### src/rtl/serial_add_pkg.sv
// Shared types and sizing helpers for the bit-serial add/subtract scheduler.
package serial_add_pkg;

    typedef enum logic [1:0] {
        S_IDLE,
        S_RUN,
        S_DONE
    } state_e;

    localparam int unsigned ID_W = 1;

    function automatic int unsigned cnt_width(input int unsigned w);
        return (w > 1) ? $clog2(w) : 1;
    endfunction

endpackage

### src/rtl/serial_add_sched_fa_cell.sv
// Decoder-based full adder: one-hot decode of {a, b, cin}, outputs ORed from minterms.
module fa_cell (
    input  logic a,
    input  logic b,
    input  logic cin,
    output logic sum,
    output logic cout
);

    logic [7:0] dec;

    always_comb begin
        dec  = 8'b0000_0001 << {a, b, cin};
        sum  = dec[1] | dec[2] | dec[4] | dec[7];
        cout = dec[3] | dec[5] | dec[6] | dec[7];
    end

endmodule

### src/rtl/serial_add_sched.sv
// Round-robin scheduler sharing one bit-serial full adder between two requesters.
// Subtraction is enabled by defining SERIAL_ADD_SUB_EN; otherwise every operation is an add.
module serial_add_sched
    import serial_add_pkg::*;
#(
    parameter int unsigned WIDTH = 8
) (
    input  logic             clk,
    input  logic             rst,
    input  logic             req0_valid,
    output logic             req0_ready,
    input  logic [WIDTH-1:0] req0_a,
    input  logic [WIDTH-1:0] req0_b,
    input  logic             req0_op,
    input  logic             req1_valid,
    output logic             req1_ready,
    input  logic [WIDTH-1:0] req1_a,
    input  logic [WIDTH-1:0] req1_b,
    input  logic             req1_op,
    output logic             rsp_valid,
    input  logic             rsp_ready,
    output logic [WIDTH-1:0] rsp_sum,
    output logic             rsp_cout,
    output logic [ID_W-1:0]  rsp_id
);

    localparam int unsigned CW = cnt_width(WIDTH);

    state_e            state_q, state_d;
    logic              rr_q;     // 1 = req1 wins a tie
    logic              grant0, grant1, handshake;
    logic              op_sel, op_q, carry_q;
    logic [ID_W-1:0]   id_q;
    logic [CW-1:0]     cnt_q;
    logic [WIDTH-1:0]  a_sh, b_sh, res_q;
    logic              fa_sum, fa_cout;

`ifdef SERIAL_ADD_SUB_EN
    assign op_sel = grant1 ? req1_op : req0_op;
`else
    logic unused_op;
    assign unused_op = req0_op ^ req1_op;
    assign op_sel    = 1'b0;
`endif

    always_comb begin
        grant1     = req1_valid & (~req0_valid | rr_q);
        grant0     = req0_valid & ~grant1;
        req0_ready = ~rst & (state_q == S_IDLE) & grant0;
        req1_ready = ~rst & (state_q == S_IDLE) & grant1;
        handshake  = req0_ready | req1_ready;
    end

    always_comb begin
        state_d = state_q;
        unique case (state_q)
            S_IDLE: if (handshake) state_d = S_RUN;
            S_RUN:  if (cnt_q == CW'(WIDTH - 1)) state_d = S_DONE;
            S_DONE: if (rsp_ready) state_d = S_IDLE;
            default: state_d = S_IDLE;
        endcase
    end

    fa_cell u_fa (
        .a    (a_sh[0]),
        .b    (b_sh[0] ^ op_q),
        .cin  (carry_q),
        .sum  (fa_sum),
        .cout (fa_cout)
    );

    always_ff @(posedge clk) begin
        if (rst) begin
            state_q <= S_IDLE;
            rr_q    <= 1'b0;
            a_sh    <= '0;
            b_sh    <= '0;
            res_q   <= '0;
            op_q    <= 1'b0;
            carry_q <= 1'b0;
            id_q    <= '0;
            cnt_q   <= '0;
        end else begin
            state_q <= state_d;
            if (handshake) begin
                rr_q    <= grant0;
                a_sh    <= grant1 ? req1_a : req0_a;
                b_sh    <= grant1 ? req1_b : req0_b;
                op_q    <= op_sel;
                carry_q <= op_sel;
                id_q    <= ID_W'(grant1);
                cnt_q   <= '0;
            end else if (state_q == S_RUN) begin
                a_sh    <= a_sh >> 1;
                b_sh    <= b_sh >> 1;
                res_q   <= {fa_sum, res_q[WIDTH-1:1]};
                carry_q <= fa_cout;
                cnt_q   <= cnt_q + CW'(1);
            end
        end
    end

    assign rsp_valid = (state_q == S_DONE);
    assign rsp_sum   = res_q;
    assign rsp_cout  = carry_q;
    assign rsp_id    = id_q;

endmodule

### config.mk
export PLATFORM = sky130hd
export DESIGN_NAME = serial_add_sched
export DESIGN_NICKNAME = d
export VERILOG_FILES = /design/src/rtl/serial_add_pkg.sv /design/src/rtl/serial_add_sched_fa_cell.sv /design/src/rtl/serial_add_sched.sv
export SDC_FILE = /design/constraint.sdc
export NUM_CORES = 1
export LEC_CHECK = 0
export CORE_MARGIN = 2
export CORE_UTILIZATION = 50
export CTS_BUF_LIST = sky130_fd_sc_hd__clkbuf_4 sky130_fd_sc_hd__clkbuf_8 sky130_fd_sc_hd__clkbuf_16
export DETAILED_ROUTE_END_ITERATION = 10
export MAX_ROUTING_LAYER = met4
export PLACE_DENSITY = 0.8
export SYNTH_ARGS = -nofsm -noshare
export SYNTH_HDL_FRONTEND = slang
export SYNTH_SLANG_ARGS = --single-unit
### constraint.sdc
create_clock -name clk -period 2.82 [get_ports clk]
set_input_delay 0.564 -clock clk [delete_from_list [all_inputs] [get_ports clk]]
set_output_delay 0.564 -clock clk [all_outputs]
set_load 0.01 [all_outputs]
; Word level (Yosys, flattened, before mapping)
; Cells that the tools add are included.
[word_totals]
register_bits = 32
word_cells = 48
output_inout_bits = 13
[classes]
n_bitwise = 17
reduce_logical = 5
eq_ne = 6
n_shift = 1
muxes = 10
add_sub_neg = 1
[ops]
columns = cell, n
row1 = $mux 8, 6
row2 = $or 1x1->1, 8
row3 = $shl 1x3->8 const A, 1
row4 = $mux 2, 3
row5 = $pmux 2 s3, 1
row6 = $and 1x1->1, 5
row7 = $ne 2x2->1 const B, 2
row8 = $not 1->1, 4
row9 = $add 3x1->3 const B, 1
row10 = $eq 3x3->1 const B, 1
row11 = $reduce_and 3->1, 1
row12 = $eq 2x1->1 const B, 1
row13 = $eq 2x2->1 const B, 1
row14 = $logic_not 2->1, 1
row15 = $ne 2x1->1 const B, 1
row16 = $reduce_and 2->1, 1
row17 = $reduce_bool 2->1, 1
row18 = $reduce_or 2->1, 1

; Depth between registers and ports, before layout
[depth]
depth_word = 9
mapped_depth = 6

; Cells and area by module
; Synthesis repeated with hierarchy kept, for this count alone.
[hier_totals]
cells_unflattened = 165
hier_area_um2 = 1521.5
[modules_own_cells]
columns = mod, cells_each, n_inst, area_per_inst_um2
row1 = serial_add_sched, 164, 1, 1501.4
row2 = fa_cell, 1, 1, 20.0

; Worst setup path after synthesis
; Ideal clock, no wire load.
[synth_path]
path_kind = input to output
from = input port req1_valid
to = output port req1_ready
n_path_buf = 2
setup_slack_ns = 1.032
cell_stages = 3
arrival_time_ns = 1.224
path_cell_list = buf_2 > clkbuf_1 > and3_1
[synth_via]
elab_chain_cells = 2
[synth_rtl]
columns = element, line
row1 = from (decl), serial_add_sched.sv:15  ; input logic req1_valid,
row2 = $and 1x1->1, serial_add_sched.sv:47  ; grant1 = req1_valid & (~req0_valid | rr_q);
row3 = $and 1x1->1, serial_add_sched.sv:50  ; req1_ready = ~rst & (state_q == S_IDLE) & grant1;
row4 = to (decl), serial_add_sched.sv:16  ; output logic req1_ready,
; No other way between the ends.

; Worst setup path in the final report
[layout_path]
from = input port rst
to = output port req0_ready
[layout_via]
elab_chain_cells = 3
[layout_rtl]
columns = element, line
row1 = from (decl), serial_add_sched.sv:9  ; input logic rst,
row2 = $not 1->1, serial_add_sched.sv:49  ; req0_ready = ~rst & (state_q == S_IDLE) & grant0;
row3 = $and 1x1->1 (2 in a row), serial_add_sched.sv:49
row4 = to (decl), serial_add_sched.sv:11  ; output logic req0_ready,
; No other way between the ends.

==> flow_summary.ini <==
[status]
run_status = finished, final reports clean

[detailed_routing]
dr_total_vias = 1530
detail_route.drc_violations = 0
drt_pass1_iterations = 4
detail_route.vias_per_cell = 5.46
antenna_left = 0
drt-wirelength-per-cell_um = 13.9
wirelength_um = 3880
initialDrtViolationCount = 70

[timing]
finalClockSkew_ns = 0.0103
worst_pin_slew_ns = 0.846
max_freq_mhz = 387
final.setup.worst_slack_ns = 0.235
post-route-period-util_pct = 91.7
timing_max_transition_violations_final = 0
final_hold_viol_count = 0
setup_repair_after_global_routing_missed_its_margin = false
timing.max_slew.rel_slack_pct = 43.6
totalNegativeSetupSlack_ns = 0
final.min_clock_period_ns = 2.59
setup_viol_count_final = 0

[power]
power.share.switching_pct = 26.7
fin_total_pwr_mw = 1.16
clkPwrFrac_pct = 33.4
power_density_mw_per_mm2 = 508
power.share.sequential_pct = 43.7
cell_internal_pwr_mw = 0.853
net-switching-power_mw = 0.311
combinationalPowerShare_pct = 22.9
vdd_ir_drop_max_v = 0.000315
power_leakage_nw = 0.837

[worst_hold_path]
hp-class = reg -> reg

[yosys]
synth_simple_gate_area_share_pct = 22.5
synth_xor_xnor_area_share_pct = 0.506
syn_inst = 188
synth_area_per_cell_um2 = 9.21
syn-num-nets = 230
syn_area_mm2 = 0.00173
synth_area_in_compound_gates_pct = 26.5
ys_types = 37
synth_top_family_by_area = compound AO/OA/AOI/OAI gates
synth-warning-count = 0
synth-seq-area-share_pct = 37.0
yosys.area_share.adder_pct = 2.60
synth_mux_area_share_pct = 1.73
postSynthRegisterBits = 32

[global_routing]
first_global_vias = 1471
grt.overflow.total = 0
met3_usage_pct = 5.41
global_route.peak_usage_layer = met2
grt_first_pass_wirelength_um = 6810
grt_max_degree = 33
grt_antenna_before_repair = 0
globalRouteMet2Util_pct = 39.0
grt.met1_usage_pct = 24.3
grt.total_usage_pct = 22.2

[placement]
port_buffers = 49
place_congestion = 0.714
dpl.hpwl_um = 2730
dp_slack_ns = 0.233

[die]
die_height_um = 62.9
placement_rows = 21
design.core.area_mm2 = 0.00334
starting_density_of_the_core_pct = 51.9
design.die.area_mm2 = 0.00395
dieWidth_um = 62.9
pin_count = 52

[clock_tree]
clkSlewWorstSetupHoldPaths_ns = 0.10
post_cts.repair.setup_buffers = 0
number_of_buffers_created_by_cts = 5
cts_hold_buf = 0
insertion_delay_ns = 0.33
numClockSinks = 32
cts_root_buffer = clkbuf_4
cts_tree = yes
htree_num_levels = 2
clock_tree_buffer_depth = 2
count_of_cells_resized_by_post_cts_repair = 0

[critical_path]
end_kind = output pin
worstPathRequired_ns = 2.26
startpoint_type = input pin
critical_path.max_fanout = 4
worst-setup-path-type = in -> out
worst_ep_arrival_time_ns = 2.02

[finish]
multi_input_comb_area_um2 = 933
insertedDiodeCount = 0
ff_latch_area_um2 = 641
fraction_of_layout_instances_using_a_drive_strength_above_1_pct = 18.4
areaGrowthSynthToFinish_pct = 32.4
finalNetCount = 275
final.fill_count = 290
fin_util_pct = 68.7

[flow_run]
timing.max_cap.violations = 0
[per-stage QoR]
| stage | instance area [um2] | std cells | hold WS (ns) |
|---|---|---|---|
| 6_report | 2290 | 280 | 0.473 |
| 5_1_grt | 2290 | 280 | 0.499 |
| 4_1_cts | 2290 | 280 | 0.475 |
| 3_5_place_dp | 2200 | 272 | 0.461 |
| 3_3_place_gp | 2200 | 272 | 0.443 |
| 2_1_floorplan | 1730 | 188 | 0.449 |
[synthesized netlist by cell type]
master	instances	area share, %
a211oi_1	3	1.3
a211oi_2	7	5.1
a21boi_0	3	1.3
a21boi_1	1	0.43
a21oi_1	11	3.2
a22oi_1	1	0.43
a311oi_1	4	2.0
a311oi_2	9	7.8
a31oi_1	4	1.4
a32oi_1	1	0.51
and3_1	10	3.6
and3_2	6	2.6
buf_12	1	1.2
buf_2	4	1.2
buf_4	2	0.87
buf_6	7	4.6
clkbuf_1	4	0.87
clkbuf_2	1	0.29
dfxtp_1	32	37
fa_1	1	1.2
ha_1	2	1.4
inv_1	1	0.22
mux2i_1	3	1.7
nand2_1	43	9.3
nand2_4	1	0.65
nand2b_1	1	0.36
nand2b_4	1	0.79
nand3_1	6	1.7
nor2_1	3	0.65
nor2b_1	2	0.72
nor3_1	4	1.2
nor3_4	1	0.94
o21a_2	1	0.51
o21ai_1	4	1.2
o21ai_4	1	0.94
o31ai_1	1	0.43
xnor2_1	1	0.51
[path summary, 6_finish.rpt]
check	startpoint	end	slack [ns]	cells after the start
setup reg to reg	state_q[1]	b_sh[5]	1.08	3
hold reg to reg	rsp_sum[0]	rsp_sum[0]	0.47	2
setup / recovery	rst	req0_ready	0.23	4
hold / removal	rsp_sum[0]	rsp_sum[0]	0.47	2
[sequential cells by signal, indices dropped and copies added, names as in the netlist]
register,flops
a_sh,8
b_sh,8
rsp_sum,8
cnt_q,3
state_q,2
rr_q,1
rsp_cout,1
rsp_id,1
[worst max-delay path, stage by stage]
cell and delay (ns):
clkdlybuf4s50_1 0.47, nor3_4 0.24, and3_2 0.22, clkdlybuf4s50_1 0.53
[power by group through the flow]
stage	registers [mW]	clock network [mW]	logic [mW]
6_report	0.509	0.389	0.267
5_1_grt	0.513	0.412	0.293
4_1_cts	0.509	0.394	0.269
3_5_place_dp	0.518	0	0.267
3_3_place_gp	0.517	0	0.258
2_1_floorplan	0.516	0	0.193
[cells by family (layout without fill, tap and decap cells)]
group           after synthesis  count (layout)
compound gates               51              51
buf+inv                      20              66
simple gates                 78              78
xor+xnor                      1               1
mux                           3               3
flops                        32              32
fa+ha+maj                     3               3
[placed cells by master (no fill, tap or decap), drive strengths merged, types with 5 or more instances in the layout]
master,synthesis,layout
a211oi,10,10
and3,16,16
clkbuf,5,7
a21oi,11,11
dfxtp,32,32
o21ai,5,5
clkdlybuf4s50,0,49
nand3,6,6
nor3,5,5
nand2,44,44
a311oi,13,13
buf,14,8
[layout make-up]
| cell class | count | area share (%) |
|---|---|---|
| well taps | 46 | 2.51 |
| clock inverters | 1 | 1.31 |
| flip-flops and latches | 32 | 27.9 |
| multi-input cells | 136 | 40.7 |
| repair buffers | 57 | 24.5 |
| inverters | 1 | 0.164 |
| clock buffers | 7 | 2.84 |
[routing by layer]
layer  wire, um  part of all wire, %
met1       1630                   42
met2       2020                   52
met3        180                  4.6
met4         53                  1.4
met5          0                    0
Note: power is estimated with default switching activity, not from simulation.
